$ cat src/rtl/sram_arb2_ctrl_pkg.sv
// Shared types for the two-requester SRAM controller.
// FSM states, requester IDs and default geometry.
package sram_arb2_ctrl_pkg;

  typedef enum logic {
    ST_INIT = 1'b0,
    ST_ARB  = 1'b1
  } state_e;

  localparam int REQ_LD   = 0;
  localparam int REQ_CORE = 1;

  localparam int DATA_W_DEF = 128;
  localparam int ADDR_W_DEF = 4;
  localparam int DEPTH_DEF  = 8;

endpackage

$ cat src/rtl/sram_arb2_ctrl_rr_arb2.sv
// Two-way round-robin arbiter.
// prio_i names the requester that wins a tie.
import sram_arb2_ctrl_pkg::*;

module rr_arb2 (
  input  logic [1:0] req_i,
  input  logic       prio_i,
  output logic [1:0] gnt_o
);

  // One-hot grant; lone requester wins, ties go to prio_i
  always_comb begin
    gnt_o = 2'b00;
    unique case (req_i)
      2'b01:   gnt_o[REQ_LD]   = 1'b1;
      2'b10:   gnt_o[REQ_CORE] = 1'b1;
      2'b11:   gnt_o[prio_i]   = 1'b1;
      default: gnt_o = 2'b00;
    endcase
  end

endmodule

$ cat src/rtl/sram_arb2_ctrl.sv
// SRAM controller: zero-fills the macro after reset,
// then serves two requesters round-robin.
import sram_arb2_ctrl_pkg::*;

module sram_arb2_ctrl #(
  parameter int DATA_W = DATA_W_DEF,
  parameter int ADDR_W = ADDR_W_DEF,
  parameter int DEPTH  = DEPTH_DEF
) (
  input  logic                CLK,
  input  logic                reset,
  input  logic                clear,
  input  logic [1:0]          req,
  input  logic [1:0]          we,
  input  logic [2*ADDR_W-1:0] addr,
  input  logic [2*DATA_W-1:0] wdata,
  output logic [1:0]          gnt,
  output logic [1:0]          rvalid,
  output logic [DATA_W-1:0]   rdata,
  output logic                rerr,
  output logic                init_done,
  output logic                sram_CEN,
  output logic                sram_WEN,
  output logic [ADDR_W-1:0]   sram_A,
  output logic [DATA_W-1:0]   sram_D,
  input  logic [DATA_W-1:0]   sram_Q
);

  localparam logic [ADDR_W-1:0] LAST =
    ADDR_W'(DEPTH - 1);
  localparam logic [ADDR_W:0] DEPTH_X =
    (ADDR_W + 1)'(DEPTH);

  state_e            state_q, state_d;
  logic [ADDR_W-1:0] init_cnt_q, init_cnt_d;
  logic              prio_q, prio_d;
  logic [1:0]        rvalid_q, rvalid_d;
  logic              rerr_q, rerr_d;
  logic              done_q, done_d;

  logic [1:0]        arb_req;
  logic              sel;
  logic [ADDR_W-1:0] sel_addr;
  logic [DATA_W-1:0] sel_data;
  logic              sel_we;
  logic              in_rng;

  assign arb_req = (state_q == ST_ARB) ? req : 2'b00;

  rr_arb2 u_arb (
    .req_i  (arb_req),
    .prio_i (prio_q),
    .gnt_o  (gnt)
  );

  // Select the granted requester's command fields
  always_comb begin
    sel      = gnt[REQ_CORE];
    sel_addr = sel ? addr[2*ADDR_W-1:ADDR_W]
                   : addr[ADDR_W-1:0];
    sel_data = sel ? wdata[2*DATA_W-1:DATA_W]
                   : wdata[DATA_W-1:0];
    sel_we   = we[sel];
    in_rng   = {1'b0, sel_addr} < DEPTH_X;
  end

  // Next state, SRAM drive and read tracking
  always_comb begin
    state_d    = state_q;
    init_cnt_d = init_cnt_q;
    prio_d     = prio_q;
    done_d     = done_q;
    rvalid_d   = 2'b00;
    rerr_d     = 1'b0;
    sram_CEN   = 1'b1;
    sram_WEN   = 1'b1;
    sram_A     = '0;
    sram_D     = '0;
    unique case (state_q)
      ST_INIT: begin
        sram_CEN   = 1'b0;
        sram_WEN   = 1'b0;
        sram_A     = init_cnt_q;
        init_cnt_d = init_cnt_q + 1'b1;
        if (init_cnt_q == LAST) begin
          state_d    = ST_ARB;
          init_cnt_d = '0;
          done_d     = 1'b1;
        end
      end
      ST_ARB: begin
        if (|gnt) begin
          prio_d = ~sel;
          if (in_rng) begin
            sram_CEN = 1'b0;
            sram_WEN = ~sel_we;
            sram_A   = sel_addr;
            sram_D   = sel_data;
          end
          if (!sel_we) begin
            rvalid_d[sel] = 1'b1;
            rerr_d        = ~in_rng;
          end
        end
        if (clear) begin
          state_d    = ST_INIT;
          init_cnt_d = '0;
          done_d     = 1'b0;
        end
      end
      default: state_d = ST_INIT;
    endcase
  end

  // State registers with asynchronous reset
  always_ff @(posedge CLK or posedge reset) begin
    if (reset) begin
      state_q    <= ST_INIT;
      init_cnt_q <= '0;
      prio_q     <= 1'b0;
      rvalid_q   <= 2'b00;
      rerr_q     <= 1'b0;
      done_q     <= 1'b0;
    end else begin
      state_q    <= state_d;
      init_cnt_q <= init_cnt_d;
      prio_q     <= prio_d;
      rvalid_q   <= rvalid_d;
      rerr_q     <= rerr_d;
      done_q     <= done_d;
    end
  end

  assign rvalid    = rvalid_q;
  assign rerr      = rerr_q;
  assign init_done = done_q;
  assign rdata     = (|rvalid_q && !rerr_q) ? sram_Q
                                            : '0;

endmodule

$ cat config.mk
export PLATFORM = sky130hd
export DESIGN_NAME = sram_arb2_ctrl
export DESIGN_NICKNAME = d
export VERILOG_FILES = /design/src/rtl/sram_arb2_ctrl_pkg.sv /design/src/rtl/sram_arb2_ctrl_rr_arb2.sv /design/src/rtl/sram_arb2_ctrl.sv
export SDC_FILE = /design/constraint.sdc
export NUM_CORES = 1
export LEC_CHECK = 0
export BUFFER_PORTS_ARGS = -buffer_cell sky130_fd_sc_hd__clkbuf_2
export CAP_MARGIN = 15
export CORE_AREA = 2 2 262 264
export CTS_CLUSTER_SIZE = 10
export DETAILED_ROUTE_END_ITERATION = 8
export DIE_AREA = 0 0 264 266
export MAX_ROUTING_LAYER = met4
export REMOVE_ABC_BUFFERS = 1
export SLEW_MARGIN = 20
export SYNTH_ARGS = -nofsm -noshare
export SYNTH_HDL_FRONTEND = slang
export SYNTH_SLANG_ARGS = --single-unit
$ cat constraint.sdc
create_clock -name CLK -period 2.75 [get_ports CLK]
set_input_delay 0.275 -clock CLK [delete_from_list [all_inputs] [get_ports CLK]]
set_output_delay 0.275 -clock CLK [all_outputs]
set_load 0.01 [all_outputs]
==> results of run 1 <==
==> cell families (layout without fill, tap and decap cells) <==
kind of cell	Yosys count	count (layout)
simple gates	406	406
fa+ha+maj	1	1
xor+xnor	1	1
mux	1	1
flops	10	10
compound gates	147	147
other cells	0	13
buf+inv	78	687
==> final cells by class <==
type	count	area, um2	share of cell area
antenna	13	32.5	0.00410
tap	882	1100	0.139
sequential	10	254	0.0320
timing repair buffer	677	3540	0.447
clock buffer	4	88.8	0.0112
inverter	6	27.5	0.00347
multi-input combinational	556	2880	0.363
==> flip-flops by register name, indices dropped and copies added (netlist names) <==
name        flops
init_cnt_q      4
rvalid          2
init_done       1
prio_q          1
rerr            1
state_q         1
==> metal layers <==
layer | wire length, um | share of wire | up-vias
met4 | 1100 | 0.020 | 0
met5 | 0 | 0 | -
li1 | - | - | 3389
met2 | 27600 | 0.49 | 576
met1 | 23200 | 0.41 | 3245
met3 | 4110 | 0.073 | 110
==> worst paths after layout <==
kind,from,endpoint,slack [ns],depth (start not counted)
worst max-delay path,state_q$_DFF_PP0_,sram_D[47],0.19,5
worst min-delay path,reset,init_cnt_q[0]$_DFFE_PP0P_,-0.0002,2
worst max register to register,state_q$_DFF_PP0_,rerr$_DFF_PP0_,1.23,3
worst min register to register,init_cnt_q[3]$_DFFE_PP0P_,init_cnt_q[3]$_DFFE_PP0P_,0.51,1
max in group asynchronous,reset,state_q$_DFF_PP0_,2.42,2
min in group CLK,we[1],rvalid[1]$_DFF_PP0_,0.24,2
==> Yosys cell counts, types with 2 or more instances <==
cell type	instances	area, um2
inv_1	4	15.0
o22ai_1	2	12.5
a21oi_1	130	651
nor2_1	8	30.0
clkbuf_1	27	101
a22oi_1	3	22.5
and2_1	129	807
o2bb2ai_1	4	35.0
buf_6	2	22.5
and3_1	2	12.5
nor2b_1	2	12.5
buf_4	8	60.1
buf_2	34	170
o21ai_0	2	10.0
dfrtp_1	10	250
nand3_1	129	646
nand2_1	133	499
==> power breakdown <==
group | leakage (nW) | total, W | internal, W | switching (W)
Combinational | 3.69 | 0.00267 | 0.000919 | 0.00175
Clock | 0.0442 | 0.000292 | 0.000219 | 0.0000732
Sequential | 0.123 | 0.000300 | 0.000210 | 0.0000896
Total | 3.86 | 0.00326 | 0.00135 | 0.00191
==> metrics by stage <==
stage / worst slack, ns / instances / TNS, ns / power, W
3_3_place_gp: 0.532 / 2131 / 0 / 0.00299
4_1_cts: 0.259 / 2135 / 0 / 0.00333
6_report: 0.189 / 2148 / 0 / 0.00326
2_1_floorplan: -4.32 / 572 / -675.57 / 0.00160
3_5_place_dp: 0.524 / 2131 / 0 / 0.00302
5_1_grt: 0.157 / 2145 / 0 / 0.00355
==> run_results.csv, run 1 <==
group,metric,value,unit
sta,relSlewSlack,0.420,
worst_setup_path,cp.required,2.48,ns
run_status,status,"finished, violations left",
floorplanning,start_util,0.0514,
clock_network,insertion_delay,0.24,ns
global_route,grt.met1_usage,0.184,
yosys,synth_compound_area_frac,0.224,
yosys,yosysWarnings,0,
placement,finalWeightedCongestion,0.882,
sta,fin_crit_sh,0.931,
yosys,synth_flop_cell,"dfrtp_1",
clock_network,postCtsSetupRepairBufs,0,
floorplanning,core_region_area,67700,um2
cells_and_area,layout_common_cells,"clkbuf_2 (665), nand2_1 (133), a21oi_1 (130)",
yosys,synth.avg_cell_area,5.40,um2
power,power.density,411,nW/um2
global_route,grt_pass1_vias,6760,
global_route,grt_usage,0.155,
worst_setup_path,endpoint_kind,"primary output",
worst_setup_path,worst-path-buf-inv,2,
global_route,gr-usage-met2,0.274,
clock_network,cts.htree.levels,1,
floorplanning,die_h,266,um
sta,maxSlewViolCount,0,
cells_and_area,area_growth,128,%
power,vdd_drop_max,0.668,mV
sta,fmax,0.391,GHz
detailed_routing,drt_wl_total,55900,um
global_route,overflow,0,
cells_and_area,final_layout_size_suffix_gt1_frac,0.549,
global_route,grt_start_max_net_pins,133,
worst_setup_path,crit_path_start_kind,"register",
worst_setup_path,cp_max_fo,128,
clock_network,post_cts_resize_count,0,
global_route,grtUsageMet3,0.0353,
floorplanning,dieArea,70200,um2
sta,fin_hold_ws,-0.000213,ns
yosys,ys_seq_area_frac,0.0719,
detailed_routing,dr.pass1.iters,5,
sta,fin_crit,2.56,ns
worst_setup_path,critPathKind,"reg -> out",
detailed_routing,first_iter_violations,301,
yosys,synth_mux_area_frac,0.00288,
yosys,synth-simple-area-share,0.585,
yosys,synthAdderAreaFrac,0.00360,
detailed_routing,wl_per_cell,26.0,um
cells_and_area,fillerInstances,8076,
yosys,syn_inst,644,
clock_network,cts-buffers-inserted,3,
sta,skew,0.00571,ns
floorplanning,die_x,264,um
clock_network,worst_setup_hold_path_clk_slew,0.04,ns
cells_and_area,final_common_cell,"clkbuf_2",
worst_setup_path,cp_cell_sequence,"nand3_4 -> buf_12 -> nand3_1 -> a21oi_1 -> clkbuf_2",
placement,hpwlAfterDp,50800,um
yosys,synth_edf_count,0,
sta,rsz0062_at_grt,"no",
yosys,yosys.area_share.xor_xnor,0.00252,
detailed_routing,routed-via-count,7320,
clock_network,cts_sinks,10,
clock_network,cts_tree,"yes",
floorplanning,row_count,96,
cells_and_area,layout.nets,1654,
sta,tightest_slew,0.869,ns
yosys,synth_top_family_by_area,"simple AND/OR/NAND/NOR gates",
detailed_routing,drc,0,
worst_setup_path,cp_slowest_stage_delay,0.57,ns
floorplanning,ios,667,
detailed_routing,vias_per_cell,3.41,
placement,portBuffers,666,
worst_setup_path,worstPathArrival,2.29,ns
worst_setup_path,worst_path_dominant_cell_family,"flip-flops",
clock_network,cts_root_buf,"clkbuf_16",
hold_path,hold_class,"in -> async",
worst_setup_path,crit_slowest_cell,"dfrtp_4",
sta,setup_viol,0,
clock_network,clockBufferDepth,2,
placement,postPlaceCellArea,7810,um2
cells_and_area,finish.utilization,0.117,
cells_and_area,final_area,7930,um2
global_route,busiest_layer,"met2",
yosys,postSynth.asyncResetShare,1.00,
flow_run,drv_cap,0,
yosys,synth.distinct_cells,32,
run_status,failed_checks,"hold timing",
global_route,antenna_found_initial,63,
detailed_routing,ant_nets,0,
yosys,ys_seq_elements,10,
global_route,grt_pass1_wl,69500,um
sta,hold_violations,1,
yosys,synthesis.area,3480,um2
power,p_leak,3.86,nW
clock_network,cts_hold_buffers,0,
No activity file was read; power rests on OpenSTA's default activity.
==> run 2, diff against run 1 <==
Settings changed: PLACE_DENSITY_LB_ADDON from default to 0.1.
==> run_results.csv, run 2 (synthesis gave the netlist of run 1 again) <==
group,metric,value,unit
clock_network,worst_setup_hold_path_clk_slew,0.05,ns
clock_network,cts-buffers-inserted,3,
power,comb_power_share,0.813,
power,vdd_drop_max,0.273,mV
worst_setup_path,rrSetupSlack,0.90,ns
power,switchingPower,0.00183,W
global_route,grt_usage,0.115,
clock_network,cts_root_buf,"clkbuf_16",
detailed_routing,drc,0,
flow_run,drv_cap,0,
clock_network,cts_sinks,10,
worst_setup_path,cp_cell_sequence,"nand2b_4 -> a32o_2 -> nand2_4 -> buf_12 -> a21oi_1 -> clkbuf_2",
cells_and_area,top_register,"init_cnt_q",
power,power.density,401,nW/um2
worst_setup_path,crit_slowest_cell,"dfrtp_1",
sta,relSlewSlack,0.592,
sta,fin_crit_sh,0.888,
cells_and_area,layout.nets,1660,
power,seqPwrFrac,0.093,
cells_and_area,final_layout_size_suffix_gt1_frac,0.551,
run_status,status,"completed",
power,intPower,0.00136,W
hold_path,hold_class,"in -> async",
worst_setup_path,rr_worst_depth,5,
cells_and_area,largest_reg_flops,4,
detailed_routing,drt_wl_total,41900,um
global_route,grt_pass1_vias,7495,
sta,rsz0062_at_grt,"no",
detailed_routing,ant_nets,0,
detailed_routing,dr.pass1.iters,4,
power,sw_frac_of_total,0.572,
sta,tightest_slew,0.611,ns
global_route,overflow,0,
floorplanning,ios,667,
worst_setup_path,cp.required,2.48,ns
placement,hpwlAfterDp,36400,um
worst_setup_path,cp_max_fo,44,
detailed_routing,first_iter_violations,281,
floorplanning,row_count,96,
global_route,antenna_found_initial,29,
detailed_routing,wl_per_cell,19.4,um
cells_and_area,final_area,7950,um2
placement,portBuffers,666,
sta,fin_setup_tns,0,ns
power,clkPwrFrac,0.094,
placement,postPlaceCellArea,7800,um2
sta,setup_viol,0,
global_route,grt_start_max_net_pins,95,
sta,fmax,0.409,GHz
sta,hold_violations,0,
clock_network,insertion_delay,0.24,ns
worst_setup_path,endpoint_kind,"primary output",
floorplanning,die_x,264,um
worst_setup_path,critPathKind,"reg -> out",
floorplanning,die_h,266,um
cells_and_area,finish.utilization,0.117,
worst_setup_path,worstPathArrival,2.17,ns
clock_network,cts_hold_buffers,0,
cells_and_area,area_growth,129,%
clock_network,cts.htree.levels,1,
global_route,grt_pass1_wl,56300,um
worst_setup_path,cp_slowest_stage_delay,0.40,ns
sta,finalWorstSetupSlack,0.307,ns
placement,finalWeightedCongestion,0.864,
worst_setup_path,crit_path_start_kind,"register",
floorplanning,dieArea,70200,um2
cells_and_area,layout_common_cells,"clkbuf_2 (666), nand2_1 (133), a21oi_1 (130)",
sta,fin_crit,2.44,ns
sta,fin_hold_ws,0.0768,ns
sta,skew,0.00506,ns
cells_and_area,final_common_cell,"clkbuf_2",
sta,maxSlewViolCount,0,
detailed_routing,routed-via-count,7212,
placement,pre_cts_ws,0.363,ns
floorplanning,core_region_area,67700,um2
power,p_leak,3.89,nW
clock_network,cts_tree,"yes",
floorplanning,start_util,0.0514,
clock_network,clockBufferDepth,2,
detailed_routing,vias_per_cell,3.33,
[run 2: cell types whose count changed in the layout (fill, tap and decap cells not counted), sizes merged]
cell,change
buf,+5
clkbuf,+1
diode,+11
[run 2: final timing paths]
| path | startpoint | endpoint |
|---|---|---|
| max | prio_q$_DFFE_PP0P_ | sram_D[82] |
| min | reset | init_cnt_q[2]$_DFFE_PP0P_ |
| max reg2reg | prio_q$_DFFE_PP0P_ | rvalid[0]$_DFF_PP0_ |
| min reg2reg | prio_q$_DFFE_PP0P_ | prio_q$_DFFE_PP0P_ |
| max in group asynchronous | reset | state_q$_DFF_PP0_ |
| min in group CLK | clear | init_cnt_q[1]$_DFFE_PP0P_ |
[run 2: what timing repair did]
action	in CTS	in global routing
resized for setup	0	1
setup endpoints to repair	0	1
setup buffers	0	0
[run 2: final cells by class]
type	instances	area, um2
multi-input cells	556	2870
clock buffers	4	88.8
fillers	8181	59800
diodes	24	60.1
flip-flops and latches	10	254
well taps	882	1100
repair buffers	683	3550
inverters	6	25.0
[run 2: routing by layer]
layer	track usage	routed length, um
met4	0.0530	2560
met1	0.104	13900
met3	0.0296	3330
met2	0.222	22200
met5	-	0
[run 2: through the flow]
step                total power (W)  cells
finish                      0.00319   2165
global route                0.00353   2153
CTS                         0.00329   2141
detailed placement          0.00298   2137
global placement            0.00300   2137
floorplan                   0.00160    572
[run 2: critical path: cells and delay by family (launching register included)]
family / cells / cell delay, ns
AND/OR/NAND/NOR: 2 / 0.55
buffers and inverters: 2 / 0.47
flip-flops: 1 / 0.40
AO/OA/AOI/OAI: 2 / 0.43
[run 2: power by group through the flow]
stage / clock, W / sequential, W / combinational, W
after global routing: 0.000309 / 0.000311 / 0.00291
after floorplan: 0 / 0.000427 / 0.00117
after detailed placement: 0 / 0.000301 / 0.00268
after global placement: 0 / 0.000300 / 0.00270
after CTS: 0.000303 / 0.000298 / 0.00269
final: 0.000300 / 0.000297 / 0.00260
